$ cat config.mk
export PLATFORM = sky130hd
export DESIGN_NAME = game_flow_controller
export DESIGN_NICKNAME = d
export VERILOG_FILES = /design/src/rtl/game_flow_controller_pkg.sv /design/src/rtl/game_flow_controller_tick_timer.sv /design/src/rtl/game_flow_controller.sv
export SDC_FILE = /design/constraint.sdc
export NUM_CORES = 1
export LEC_CHECK = 0
export CAP_MARGIN = 20
export CORE_MARGIN = 2
export CORE_UTILIZATION = 55
export CTS_BUF_LIST = sky130_fd_sc_hd__clkbuf_8
export CTS_CLUSTER_SIZE = 12
export DETAILED_ROUTE_END_ITERATION = 12
export DONT_BUFFER_PORTS = 1
export PLACE_DENSITY_LB_ADDON = 0.3
export SYNTH_ARGS = -nofsm -noshare
export SYNTH_HDL_FRONTEND = slang
export SYNTH_SLANG_ARGS = --single-unit
$ cat constraint.sdc
create_clock -name i_Clk -period 1.9 [get_ports i_Clk]
set_input_delay 0.38 -clock i_Clk [delete_from_list [all_inputs] [get_ports i_Clk]]
set_output_delay 0.38 -clock i_Clk [all_outputs]
set_load 0.05 [all_outputs]
$ cat src/rtl/game_flow_controller_pkg.sv
// Shared definitions for the Frogger session sequencer: state encodings,
// default timing constants and the life-count thermometer helper.
package game_flow_controller_pkg;

  typedef enum logic [2:0] {
    ST_IDLE    = 3'd0,
    ST_READY   = 3'd1,
    ST_RUNNING = 3'd2,
    ST_HIT     = 3'd3,
    ST_OVER    = 3'd4
  } state_t;

  localparam int DEF_LIVES_INI   = 3;
  localparam int DEF_TICK_DIV    = 1250000;
  localparam int DEF_READY_TICKS = 20;
  localparam int DEF_HIT_TICKS   = 10;
  localparam int DEF_OVER_TICKS  = 40;
  localparam int DEF_GRACE_TICKS = 20;
  localparam int DEF_MAX_LEVEL   = 9;

  // Tick counter width; covers the longest state (game-over hold).
  localparam int TICK_W = 8;

  // Thermometer code with n low bits set (n = 0..3).
  function automatic logic [2:0] lives_therm(input int n);
    logic [2:0] t;
    for (int i = 0; i < 3; i++) begin
      t[i] = (i < n);
    end
    return t;
  endfunction

endpackage

$ cat src/rtl/game_flow_controller_tick_timer.sv
// State timer: a C_TICK_DIV down-counting divider feeding a down-counting
// tick counter. i_Clear reloads both; i_Load is the tick count minus one.
// o_Tick marks the last clock of every tick, o_Done the last clock of the
// final tick, so a load of N-1 expires after exactly N*C_TICK_DIV clocks.
module game_flow_controller_tick_timer
  import game_flow_controller_pkg::*;
#(
  parameter int C_TICK_DIV = DEF_TICK_DIV
) (
  input  logic              i_Clk,
  input  logic              i_Rst_L,
  input  logic              i_Clear,
  input  logic [TICK_W-1:0] i_Load,
  output logic              o_Tick,
  output logic              o_Done
);

  localparam int DIV_W = (C_TICK_DIV > 1) ? $clog2(C_TICK_DIV) : 1;
  localparam logic [DIV_W-1:0] DIV_LAST = DIV_W'(C_TICK_DIV - 1);

  logic [DIV_W-1:0]  div_q;
  logic [TICK_W-1:0] tick_q;

  // Divider and tick counter; the tick counter parks at zero once expired.
  always_ff @(posedge i_Clk or negedge i_Rst_L) begin
    if (!i_Rst_L) begin
      div_q  <= '0;
      tick_q <= '0;
    end else if (i_Clear) begin
      div_q  <= DIV_LAST;
      tick_q <= i_Load;
    end else if (div_q == '0) begin
      div_q <= DIV_LAST;
      if (tick_q != '0) tick_q <= tick_q - 1'b1;
    end else begin
      div_q <= div_q - 1'b1;
    end
  end

  assign o_Tick = (div_q == '0);
  assign o_Done = (div_q == '0) && (tick_q == '0);

endmodule

$ cat src/rtl/game_flow_controller.sv
// Frogger session sequencer: start / get-ready / running / hit / game-over.
// Owns lives, level, freeze, respawn and blink controls.
// Optional build macro GAME_GRACE_EN adds a post-respawn grace window in
// which collisions are ignored and the frog blinks.
//
// state      | meaning
// -----------+-------------------------------------------------------
// ST_IDLE    | waiting for an armed start request
// ST_READY   | get-ready countdown, world frozen
// ST_RUNNING | play; collisions cost lives, level-ups advance level
// ST_HIT     | hit freeze with blinking frog, then respawn
// ST_OVER    | game-over hold, start disarmed until released in IDLE
module game_flow_controller
  import game_flow_controller_pkg::*;
#(
  parameter int C_LIVES_INI   = DEF_LIVES_INI,
  parameter int C_TICK_DIV    = DEF_TICK_DIV,
  parameter int C_READY_TICKS = DEF_READY_TICKS,
  parameter int C_HIT_TICKS   = DEF_HIT_TICKS,
  parameter int C_OVER_TICKS  = DEF_OVER_TICKS,
  parameter int C_GRACE_TICKS = DEF_GRACE_TICKS,
  parameter int C_MAX_LEVEL   = DEF_MAX_LEVEL
) (
  input  logic       i_Clk,
  input  logic       i_Rst_L,
  input  logic       i_Start,
  input  logic       i_Collision,
  input  logic       i_Level_Up,
  output logic       o_Game_Active,
  output logic       o_Freeze,
  output logic       o_Respawn,
  output logic [2:0] o_Lives,
  output logic [3:0] o_Level,
  output logic       o_Game_Over,
  output logic       o_Blink
);

  localparam logic [3:0] MAX_LEVEL = 4'(C_MAX_LEVEL);

  state_t            state_q, state_d;
  logic              tmr_clear, tmr_tick, tmr_done;
  logic [TICK_W-1:0] tmr_load;

  logic       coll_prev_q, coll_edge_q, lvl_up_q;
  logic       hit_accept, start_go, respawn_go;
  logic [2:0] lives_q;
  logic [3:0] level_q;
  logic       respawn_q, blink_q, armed_q;
  logic       grace_active, grace_tick;

  // Collision edge and level-up are both registered, so they act together
  // one clock after sampling and a simultaneous pair resolves collision-first.
  assign hit_accept = (state_q == ST_RUNNING) && coll_edge_q && !grace_active;
  assign start_go   = (state_q == ST_IDLE) && (state_d == ST_READY);
  assign respawn_go = (state_q == ST_HIT) && (state_d == ST_RUNNING);

  // State register.
  always_ff @(posedge i_Clk or negedge i_Rst_L) begin
    if (!i_Rst_L) state_q <= ST_IDLE;
    else          state_q <= state_d;
  end

  // Next-state decode and state-timer reload on every transition.
  always_comb begin
    state_d  = state_q;
    tmr_load = '0;
    unique case (state_q)
      ST_IDLE:    if (i_Start && armed_q) state_d = ST_READY;
      ST_READY:   if (tmr_done) state_d = ST_RUNNING;
      ST_RUNNING: if (hit_accept) state_d = ((lives_q >> 1) == 3'b000) ? ST_OVER : ST_HIT;
      ST_HIT:     if (tmr_done) state_d = ST_RUNNING;
      ST_OVER:    if (tmr_done) state_d = ST_IDLE;
      default:    state_d = ST_IDLE;
    endcase
    tmr_clear = (state_d != state_q);
    case (state_d)
      ST_READY: tmr_load = TICK_W'(C_READY_TICKS - 1);
      ST_HIT:   tmr_load = TICK_W'(C_HIT_TICKS - 1);
      ST_OVER:  tmr_load = TICK_W'(C_OVER_TICKS - 1);
      default:  tmr_load = '0;
    endcase
  end

  game_flow_controller_tick_timer #(
    .C_TICK_DIV (C_TICK_DIV)
  ) u_state_timer (
    .i_Clk   (i_Clk),
    .i_Rst_L (i_Rst_L),
    .i_Clear (tmr_clear),
    .i_Load  (tmr_load),
    .o_Tick  (tmr_tick),
    .o_Done  (tmr_done)
  );

`ifdef GAME_GRACE_EN
  logic grace_q, grace_done;

  game_flow_controller_tick_timer #(
    .C_TICK_DIV (C_TICK_DIV)
  ) u_grace_timer (
    .i_Clk   (i_Clk),
    .i_Rst_L (i_Rst_L),
    .i_Clear (respawn_go),
    .i_Load  (TICK_W'(C_GRACE_TICKS - 1)),
    .o_Tick  (grace_tick),
    .o_Done  (grace_done)
  );

  // Grace window opens at respawn and closes when its timer expires.
  always_ff @(posedge i_Clk or negedge i_Rst_L) begin
    if (!i_Rst_L)                                grace_q <= 1'b0;
    else if (respawn_go)                         grace_q <= 1'b1;
    else if (state_q != ST_RUNNING || grace_done) grace_q <= 1'b0;
  end

  assign grace_active = grace_q;
`else
  assign grace_active = 1'b0;
  assign grace_tick   = 1'b0;
`endif

  // Input edge capture, lives/level bookkeeping, respawn pulse and start arming.
  always_ff @(posedge i_Clk or negedge i_Rst_L) begin
    if (!i_Rst_L) begin
      coll_prev_q <= 1'b0;
      coll_edge_q <= 1'b0;
      lvl_up_q    <= 1'b0;
      lives_q     <= 3'b000;
      level_q     <= 4'd0;
      respawn_q   <= 1'b0;
      armed_q     <= 1'b1;
    end else begin
      coll_prev_q <= i_Collision;
      coll_edge_q <= i_Collision & ~coll_prev_q;
      lvl_up_q    <= i_Level_Up;
      respawn_q   <= start_go || respawn_go;
      if (start_go) begin
        lives_q <= lives_therm(C_LIVES_INI);
        level_q <= 4'd0;
      end else if (hit_accept) begin
        lives_q <= lives_q >> 1;
      end else if (state_q == ST_RUNNING && lvl_up_q && level_q < MAX_LEVEL) begin
        level_q <= level_q + 4'd1;
      end
      if (state_q == ST_OVER)                 armed_q <= 1'b0;
      else if (state_q == ST_IDLE && !i_Start) armed_q <= 1'b1;
    end
  end

  // Blink: starts lit on hit entry, toggles per tick in HIT and grace, else dark.
  always_ff @(posedge i_Clk or negedge i_Rst_L) begin
    if (!i_Rst_L) begin
      blink_q <= 1'b0;
    end else if (state_q != ST_HIT && state_d == ST_HIT) begin
      blink_q <= 1'b1;
    end else if (state_q == ST_HIT && state_d != ST_HIT) begin
      blink_q <= 1'b0;
    end else if (state_q == ST_HIT) begin
      if (tmr_tick) blink_q <= ~blink_q;
    end else if (grace_active) begin
      if (grace_tick) blink_q <= ~blink_q;
    end else begin
      blink_q <= 1'b0;
    end
  end

  assign o_Game_Active = (state_q == ST_RUNNING);
  assign o_Freeze      = (state_q == ST_READY) || (state_q == ST_HIT);
  assign o_Game_Over   = (state_q == ST_OVER);
  assign o_Respawn     = respawn_q;
  assign o_Lives       = lives_q;
  assign o_Level       = level_q;
  assign o_Blink       = blink_q;

endmodule

==> results.yml, run 1 <==
run_status:
  status: "complete, but fails checks"
  violations: "setup timing"
power:
  p_int_w: 0.00140
  leakagePower_nw: 1.28
  p_per_area_nw_per_um2: 588
  combPwrFrac: 0.017
  power_frac_seq: 0.546
  p_clk_frac: 0.437
  power.total_w: 0.00177
  ir_worst_vdd_mv: 0.464
  power.switching_w: 0.000367
  swShare: 0.208
clock_network:
  cts_tree: "done"
  cts.sinks: 45
  cts-root-buf: "clkbuf_8"
  clk_latency_ns: 0.31
  cts_made_buffers: 5
  htreeDepth: 2
  clk_pin_slew_ns: 0.09
  cts.path.max_buffers: 2
placement:
  place_ws_ns: -0.0177
  dp.cells: 312
  port_buffers: 0
  post-dp-hpwl_mm: 3.53
  gp_congestion: 0.906
critical_path:
  cp-startpoint: "u_state_timer.tick_q[1]$_DFFE_PN0P_"
  rrSetupSlack_ns: -0.005
  cp_data_arrival_time_ns: 2.10
  r2r-start: "u_state_timer.tick_q[1]$_DFFE_PN0P_"
  critPathCapture: "u_state_timer.tick_q[0]$_DFFE_PN0P_"
  r2r_cells: 8
  start_kind: "flop"
  path_class: "flop to flop"
  reg2reg_to: "u_state_timer.tick_q[0]$_DFFE_PN0P_"
  path_max_fanout: 5
  crit_required_ns: 2.10
  setup.worst_path.end_class: "flop"
floorplanning:
  core_um2: 4000
  die_area_um2: 4700
  pin_count: 17
  initial_utilization: 0.574
  die_h_um: 68.6
  core.rowCount: 23
  die_w_um: 68.6
timing:
  min_period_ns: 1.90
  fin_crit_sh: 1.00
  worst_pin_slew_ns: 0.640
  finClkSkew_ns: 0.00893
  grt_setup_unrepaired: "yes"
  setup_slack_ns: -0.00469
  final_max_slew_viol_count: 0
  setup_viol: 2
  setup-tns-final_ns: -0.00845
  max_freq_ghz: 0.525
  finalHoldViolCount: 0
  slew_headroom: 0.573
cells_and_area:
  area.growth.synth_to_final_pct: 30.9
  fin_nets: 290
  fin_util: 0.751
  final_common_cell: "buf_4"
  final_cell_mix: "buf_4 (49), dfrtp_1 (44), nor2_1 (32), nand2_1 (23), xor2_1 (11)"
  antenna_cells: 0
  drive_gt1_frac: 0.331
  instances_no_fill: 331
  nFillCells: 260
yosys:
  syn_area_um2: 2290
  ys_seq_elements: 45
  synthFlopType: "dfrtp_1"
  ys_warn_count: 0
  synth_cell_types: 50
  yosysSeqAreaShare: 0.491
  syn_inst: 228
  synth_edf_count: 0
  synth_nets: 238
  async_flop_share: 1.00
  avgSynthCellArea_um2: 10.1
run:
  maxCapViolCount: 0
drt:
  drt_iter0_drc: 157
  drt_first_pass_iters: 4
  vias: 1903
  wl_per_cell_um: 17.2
  viasPerCell: 5.75
  wl_mm: 5.68
  route.detailed.drc: 0
  antenna_left: 0
global_routing:
  grt_pass1_wl_mm: 8.58
  first_global_vias: 1825
  grt_usage: 0.248
  overflow: 0
  grt_max_degree: 46
  antenna_found_initial: 0
hold_path:
  hp-class: "input port to flop"
registers in the layout (all words and copies together), names as in the netlist:
register	cells
o_Blink	1
armed_q	1
u_state_timer.tick_q	8
o_Level	4
lvl_up_q	1
o_Respawn	1
u_state_timer.div_q	21
coll_edge_q	1
state_q	3
coll_prev_q	1
o_Lives	3
synth_stat cells, drive strengths merged, types with 4 or more instances:
| cell type | number | share of area |
|---|---|---|
| o22a | 4 | 0.015 |
| nand3 | 7 | 0.015 |
| o21ai | 10 | 0.022 |
| nand2 | 27 | 0.046 |
| clkbuf | 4 | 0.0065 |
| or3 | 4 | 0.013 |
| xor2 | 12 | 0.046 |
| ha | 5 | 0.027 |
| xnor2 | 10 | 0.038 |
| dfrtp | 44 | 0.48 |
| nor2 | 32 | 0.052 |
| nor3 | 9 | 0.022 |
| inv | 8 | 0.013 |
| nor4 | 8 | 0.051 |
power by group through the flow:
stage               sequential, W  combinational, W  clock, W
finish                   0.000964         0.0000300  0.000771
global route             0.000965         0.0000349  0.000812
CTS                      0.000964         0.0000310  0.000777
detailed placement       0.000983        0.00000308         0
global placement         0.000983        0.00000299         0
floorplan                0.000983        0.00000262         0
metal layers:
layer / up-vias / GRT usage / part of all wire
met5: - / 0 / 0
met3: 13 / 0.0617 / 0.052
met2: 61 / 0.371 / 0.49
met4: 0 / 0.0750 / 0.019
li1: 902 / - / -
met1: 927 / 0.353 / 0.44
worst min path at each step:
stage           startpoint                               end  slack [ns]  cells past startpoint
6_report       i_Collision             coll_prev_q$_DFF_PN0_        0.09                      0
5_1_grt        i_Collision             coll_prev_q$_DFF_PN0_        0.08                      0
4_1_cts        i_Collision             coll_prev_q$_DFF_PN0_        0.09                      0
3_5_place_dp       i_Rst_L  u_state_timer.div_q[5]$_DFF_PN0_        0.09                      0
3_3_place_gp       i_Rst_L  u_state_timer.div_q[4]$_DFF_PN0_        0.09                      0
2_1_floorplan      i_Rst_L             coll_edge_q$_DFF_PN0_        0.08                      0
layout make-up:
cell class	count	area, um^2	share of cell area
multi-input cells	168	1250	0.415
flip-flops and latches	45	1130	0.375
repair buffers	52	417	0.139
clock buffers	6	82.6	0.0275
well taps	50	62.6	0.0208
clock inverters	2	37.5	0.0125
inverters	8	30.0	0.0100
kinds of logic after synthesis:
| kind of cell | share of synthesized area |
|---|---|
| flip-flops | 0.491 |
| AND/OR/NAND/NOR | 0.258 |
| AO/OA/AOI/OAI | 0.105 |
| adder cells (fa/ha/maj) | 0.0273 |
| multiplexers | 0.00436 |
| XOR/XNOR | 0.0840 |
| buffers and inverters | 0.0300 |
worst max-delay path, stage by stage, from the launching register on:
cell	delay [ns]
dfrtp_1	0.41
inv_2	0.07
ha_4	0.15
nor3b_4	0.16
and2_4	0.18
nor4_4	0.44
buf_4	0.20
xnor2_2	0.10
o21bai_1	0.08
per-stage QoR:
| stage | instance area [um^2] | hold slack, ns |
|---|---|---|
| 2_1_floorplan | 2320 | 0.0844 |
| 4_1_cts | 2850 | 0.0950 |
| 3_3_place_gp | 2650 | 0.0856 |
| 6_report | 3000 | 0.0933 |
| 3_5_place_dp | 2650 | 0.0855 |
| 5_1_grt | 3000 | 0.0826 |
what timing repair did:
action / in CTS / in global routing
pin swaps: 4 / 13
endpoints found under the setup margin: 16 / 25
hold buffers: 2 / 0
endpoints found under the hold margin: 45 / 0
resized for setup: 5 / 29
setup buffers: 4 / 6
Note: power is estimated with default switching activity, not from simulation.
==> run 2, diff against run 1 <==
SYNTH_HIERARCHICAL = 1   (was not set)
==> results.yml, run 2 <==
critical_path:
  start_kind: "flop"
  cp_data_arrival_time_ns: 2.54
  path_buf_inv: 3
  cp_cell_sequence: "inv_2 > ha_4 > or4b_4 > nor4_4 > buf_4 > o22a_4 > inv_2 > nand2_2 > a31oi_1 > or3_1"
  path_class: "flop to flop"
  r2r-start: "u_state_timer/tick_q[1]$_DFFE_PN0P_"
  critPathSlowestCell: "or4b_4"
  crit_required_ns: 2.10
  r2r_cells: 10
  path_common_cell: "inv_2"
  rrSetupSlack_ns: -0.44
  cp_top_family: "simple AND/OR/NAND/NOR gates"
  reg2reg_to: "u_state_timer/tick_q[4]$_DFFE_PN0P_"
  path_max_fanout: 4
  setup.worst_path.end_class: "flop"
  critPathMaxStageDelay_ns: 0.49
drt:
  wl_mm: 7.43
  drt_first_pass_iters: 4
  drt_iter0_drc: 241
  antenna_left: 0
  wl_per_cell_um: 19.1
  route.detailed.drc: 0
  viasPerCell: 6.31
  vias: 2460
yosys:
  ys_warn_count: 6
  netlist_top_cells_count: "dfrtp_1 (44), nor2_1 (24), nand2_1 (21), inv_1 (13), nand3_1 (12)"
  synth_cell_types: 55
  yosysMostFrequentCell: "dfrtp_1"
  synth_top_area_share: 0.433
  avgSynthCellArea_um2: 9.89
  yosysSeqAreaShare: 0.444
  async_flop_share: 1.00
  ys_seq_elements: 45
  ys_top_cells_by_area: "dfrtp_1 (43%), nor2_1 (3.5%), o31ai_1 (3.2%)"
  syn_area_um2: 2540
  syn_inst: 257
  yosysTopAreaCell: "dfrtp_1"
  synth_edf_count: 0
  synthFlopType: "dfrtp_1"
run:
  maxCapViolCount: 0
floorplanning:
  core.rowCount: 24
  pin_count: 17
  initial_utilization: 0.576
  die_w_um: 72.0
  die_area_um2: 5180
  die_h_um: 72.0
  core_um2: 4410
timing:
  setup_slack_ns: -0.444
  grt_setup_unrepaired: "yes"
  final_max_slew_viol_count: 0
  setup_viol: 33
  finClkSkew_ns: 0.0141
  min_period_ns: 2.34
  max_freq_ghz: 0.427
  finalHoldViolCount: 0
  fin_crit_sh: 1.23
cells_and_area:
  top_register: "u_state_timer/div_q"
  instances_no_fill: 390
  fin_nets: 347
  fin_area_um2: 3550
  final_cell_mix: "buf_4 (69), dfrtp_1 (44), nor2_1 (21), nand2_1 (15), o31ai_1 (11)"
  drive_gt1_frac: 0.441
  area.growth.synth_to_final_pct: 39.7
  largest_register_ffs: 21
  nFillCells: 236
  final_common_cell: "buf_4"
  antenna_cells: 0
clock_network:
  cts.sinks: 45
  cts_made_buffers: 5
  cts-root-buf: "clkbuf_8"
  clk_latency_ns: 0.31
  cts.path.max_buffers: 2
  cts_tree: "done"
  htreeDepth: 2
  clk_pin_slew_ns: 0.09
placement:
  place_ws_ns: -0.516
  gp_congestion: 0.930
  port_buffers: 0
  dp.cells: 374
  place_area_um2: 3130
  post-dp-hpwl_mm: 4.45
global_routing:
  overflow: 0
  grt_usage: 0.275
  first_global_vias: 2372
  grt-busiest-layer: "met2"
  met1_usage: 0.349
  grt_pass1_wl_mm: 10.9
  antenna_found_initial: 0
  grt_max_degree: 46
  use_met3: 0.0569
  grtUsageMet2: 0.454
hold_path:
  hp-class: "input port to flop"
  hold_depth: 0
  worstHoldStart: "i_Level_Up"
  holdPathEnd: "lvl_up_q$_DFF_PN0_"
run_status:
  status: "complete, but fails checks"
  violations: "setup timing"
power:
  p_per_area_nw_per_um2: 470
  power.total_w: 0.00167
  ir_worst_vdd_mv: 0.403
  leakagePower_nw: 1.52
[run 2: cell types whose count changed after synthesis, moves of 5 or more]
cell / previous run / this run
o31ai_1: 1 / 11
or4_1: 3 / 8
inv_1: 8 / 13
or2_2: 0 / 6
xnor2_1: 10 / 4
nor2_1: 32 / 24
nand3_1: 7 / 12
[run 2: how the worst max path moves through the flow]
stage	slack, ns	from	cells past startpoint	to
after floorplan	-0.57	u_state_timer/tick_q[1]$_DFFE_PN0P_	10	u_state_timer/tick_q[4]$_DFFE_PN0P_
after global placement	-0.40	u_state_timer/tick_q[1]$_DFFE_PN0P_	9	u_state_timer/tick_q[4]$_DFFE_PN0P_
after detailed placement	-0.52	u_state_timer/tick_q[1]$_DFFE_PN0P_	9	u_state_timer/div_q[4]$_DFF_PN0_
after CTS	-0.35	u_state_timer/div_q[0]$_DFF_PN0_	10	u_state_timer/tick_q[4]$_DFFE_PN0P_
after global routing	-0.60	u_state_timer/div_q[0]$_DFF_PN0_	11	u_state_timer/tick_q[4]$_DFFE_PN0P_
final	-0.44	u_state_timer/tick_q[1]$_DFFE_PN0P_	10	u_state_timer/tick_q[4]$_DFFE_PN0P_
[run 2: where the power goes]
part           switching, W  internal [W]
clock              0.000333      0.000329
combinational     0.0000278     0.0000126
sequential       0.00000310      0.000962
[run 2: cell families (layout without fill, tap and decap cells)]
kind of cell / after synthesis / in the layout / share of synthesized area
adder cells (fa/ha/maj): 5 / 5 / 0.0246
XOR/XNOR: 12 / 12 / 0.0414
other: 1 / 2 / 0.00148
flip-flops: 45 / 45 / 0.444
AND/OR/NAND/NOR: 114 / 114 / 0.279
multiplexers: 3 / 3 / 0.0118
buffers and inverters: 22 / 101 / 0.0433
AO/OA/AOI/OAI: 55 / 56 / 0.155
[run 2: area by class of cell]
cell class / instances / area, um^2 / area share
Inverter: 13 / 48.8 / 0.0137
Clock buffer: 7 / 96.3 / 0.0271
Multi-Input combinational cell: 192 / 1550 / 0.437
Tap cell: 52 / 65.1 / 0.0183
Timing Repair Buffer: 80 / 657 / 0.185
Sequential cell: 45 / 1130 / 0.318
Clock inverter: 1 / 5.00 / 0.00141
[run 2: repair_timing]
action / in CTS / in global routing
hold buffers: 2 / 0
endpoints found under the setup margin: 34 / 36
buffers inserted: 3 / 1
hold endpoints to repair: 45 / 0
pin swaps: 14 / 12
gates cloned: 1 / 1
gates resized for setup: 16 / 42
[run 2: routing by layer]
layer	part of all wire	routed length, um
met5	0	0
met4	0.038	279
met3	0.055	409
met2	0.50	3710
met1	0.41	3030
[run 2: through the flow]
stage,hold slack [ns],utilization,TNS [ns]
global route,0.0872,0.804,-12.45
CTS,0.0949,0.763,-6.90
global placement,0.0854,0.709,-9.52
floorplan,0.0844,-,-10.02
detailed placement,0.0854,0.709,-12.54
finish,0.103,0.804,-8.96
==> run 3, diff against run 2 <==
RECOVER_POWER = 50   (was not set)
==> results.yml, run 3 (synthesis gave the netlist of run 2 again) <==
floorplanning:
  core_um2: 4410
  pin_count: 17
  initial_utilization: 0.576
  die_area_um2: 5180
  die_w_um: 72.0
  core.rowCount: 24
  die_h_um: 72.0
clock_network:
  cts.sinks: 45
  cts_made_buffers: 5
  clk_latency_ns: 0.31
  cts.path.max_buffers: 2
  htreeDepth: 2
  clk_pin_slew_ns: 0.09
  cts_tree: "done"
  cts-root-buf: "clkbuf_8"
cells_and_area:
  antenna_cells: 0
  fin_nets: 347
  final_common_cell: "buf_4"
  top_register: "u_state_timer/div_q"
  area.growth.synth_to_final_pct: 38.8
  final_cell_mix: "buf_4 (69), dfrtp_1 (44), nor2_1 (21), nand2_1 (15), o31ai_1 (11)"
  largest_register_ffs: 21
  drive_gt1_frac: 0.441
run_status:
  violations: "setup timing"
  status: "complete, but fails checks"
timing:
  finalHoldViolCount: 0
  slew_headroom: 0.244
  worst_pin_slew_ns: 1.13
  setup_slack_ns: -0.442
  max_freq_ghz: 0.427
  finClkSkew_ns: 0.0149
  min_period_ns: 2.34
  fin_crit_sh: 1.23
  final_max_slew_viol_count: 0
  setup_viol: 33
  grt_setup_unrepaired: "yes"
  setup-tns-final_ns: -9.11
power:
  p_clk_frac: 0.398
  power.switching_w: 0.000362
  combPwrFrac: 0.021
  power_frac_seq: 0.581
  p_per_area_nw_per_um2: 471
  power.total_w: 0.00166
  p_int_w: 0.00130
  ir_worst_vdd_mv: 0.401
  swShare: 0.218
  leakagePower_nw: 1.52
critical_path:
  crit_required_ns: 2.09
  cp_data_arrival_time_ns: 2.54
  setup.worst_path.end_class: "flop"
  r2r-start: "u_state_timer/tick_q[1]$_DFFE_PN0P_"
  path_class: "flop to flop"
  r2r_cells: 10
  path_max_fanout: 4
  rrSetupSlack_ns: -0.44
  reg2reg_to: "u_state_timer/tick_q[4]$_DFFE_PN0P_"
  start_kind: "flop"
drt:
  drt_iter0_drc: 242
  wl_per_cell_um: 19.0
  wl_mm: 7.43
  vias: 2437
  drt_first_pass_iters: 4
  route.detailed.drc: 0
  antenna_left: 0
  viasPerCell: 6.25
hold_path:
  hold_depth: 0
  worstHoldStart: "i_Level_Up"
  hp-class: "input port to flop"
  holdPathEnd: "lvl_up_q$_DFF_PN0_"
placement:
  port_buffers: 0
  post-dp-hpwl_mm: 4.45
  gp_congestion: 0.930
global_routing:
  grt_max_degree: 46
  overflow: 0
  grt_pass1_wl_mm: 10.9
  antenna_found_initial: 0
  grt_usage: 0.275
  first_global_vias: 2372
run:
  maxCapViolCount: 0
-- run 3: how the worst max path moves through the flow --
stage                                              from                                  end  slack, ns  depth (start not counted)
floorplan           u_state_timer/tick_q[1]$_DFFE_PN0P_  u_state_timer/tick_q[4]$_DFFE_PN0P_      -0.57                         10
global placement    u_state_timer/tick_q[1]$_DFFE_PN0P_  u_state_timer/tick_q[4]$_DFFE_PN0P_      -0.40                          9
detailed placement  u_state_timer/tick_q[1]$_DFFE_PN0P_     u_state_timer/div_q[4]$_DFF_PN0_      -0.52                          9
CTS                    u_state_timer/div_q[0]$_DFF_PN0_  u_state_timer/tick_q[4]$_DFFE_PN0P_      -0.35                         10
global route           u_state_timer/div_q[0]$_DFF_PN0_  u_state_timer/tick_q[4]$_DFFE_PN0P_      -0.60                         11
finish              u_state_timer/tick_q[1]$_DFFE_PN0P_  u_state_timer/tick_q[4]$_DFFE_PN0P_      -0.44                         10
-- run 3: layout make-up --
| cell class | count | area, um^2 |
|---|---|---|
| Multi-Input combinational cell | 192 | 1550 |
| Sequential cell | 45 | 1130 |
| Fill cell | 239 | 887 |
| Timing Repair Buffer | 80 | 634 |
| Clock buffer | 7 | 96.3 |
| Tap cell | 52 | 65.1 |
| Inverter | 13 | 48.8 |
| Clock inverter | 1 | 5.00 |
-- run 3: what timing repair did --
item                                    4_1_cts  5_1_grt
cloned                                        1        1
pin swaps                                    14       12
endpoints found under the setup margin       34       36
gates resized for setup                      16       42
hold endpoints to repair                     45        0
setup buffers                                 3        1
hold buffers                                  2        0
-- run 3: critical path, cell delays in order, from the launching register on --
cell	delay, ns
dfrtp_1	0.41
inv_2	0.09
ha_4	0.14
or4b_4	0.49
nor4_4	0.21
buf_4	0.18
o22a_4	0.17
inv_2	0.05
nand2_2	0.05
a31oi_1	0.04
or3_1	0.38
-- run 3: through the flow --
stage               std cells  cell area (um^2)  hold slack [ns]  setup slack [ns]  utilization
CTS                       388              3370           0.0949            -0.350        0.763
global route              390              3530           0.0872            -0.601        0.799
detailed placement        374              3130           0.0854            -0.516        0.709
finish                    390              3530            0.104            -0.442        0.799
floorplan                 258              2580           0.0844            -0.575            -
global placement          374              3130           0.0854            -0.399        0.709
-- run 3: metal layers --
layer | up-vias | routed length [um] | track usage
li1 | 1111 | - | -
met1 | 1195 | 3010 | 0.349
met2 | 102 | 3690 | 0.454
met3 | 29 | 420 | 0.0569
met4 | 0 | 299 | 0.126
met5 | - | 0 | 0
-- run 3: power by group through the flow --
stage                 logic, W  registers, W  clock network, W
global placement     0.0000116      0.000984                 0
finish               0.0000347      0.000965          0.000661
detailed placement   0.0000120      0.000984                 0
floorplan           0.00000602      0.000984                 0
CTS                  0.0000407      0.000965          0.000669
global route         0.0000401      0.000966          0.000701
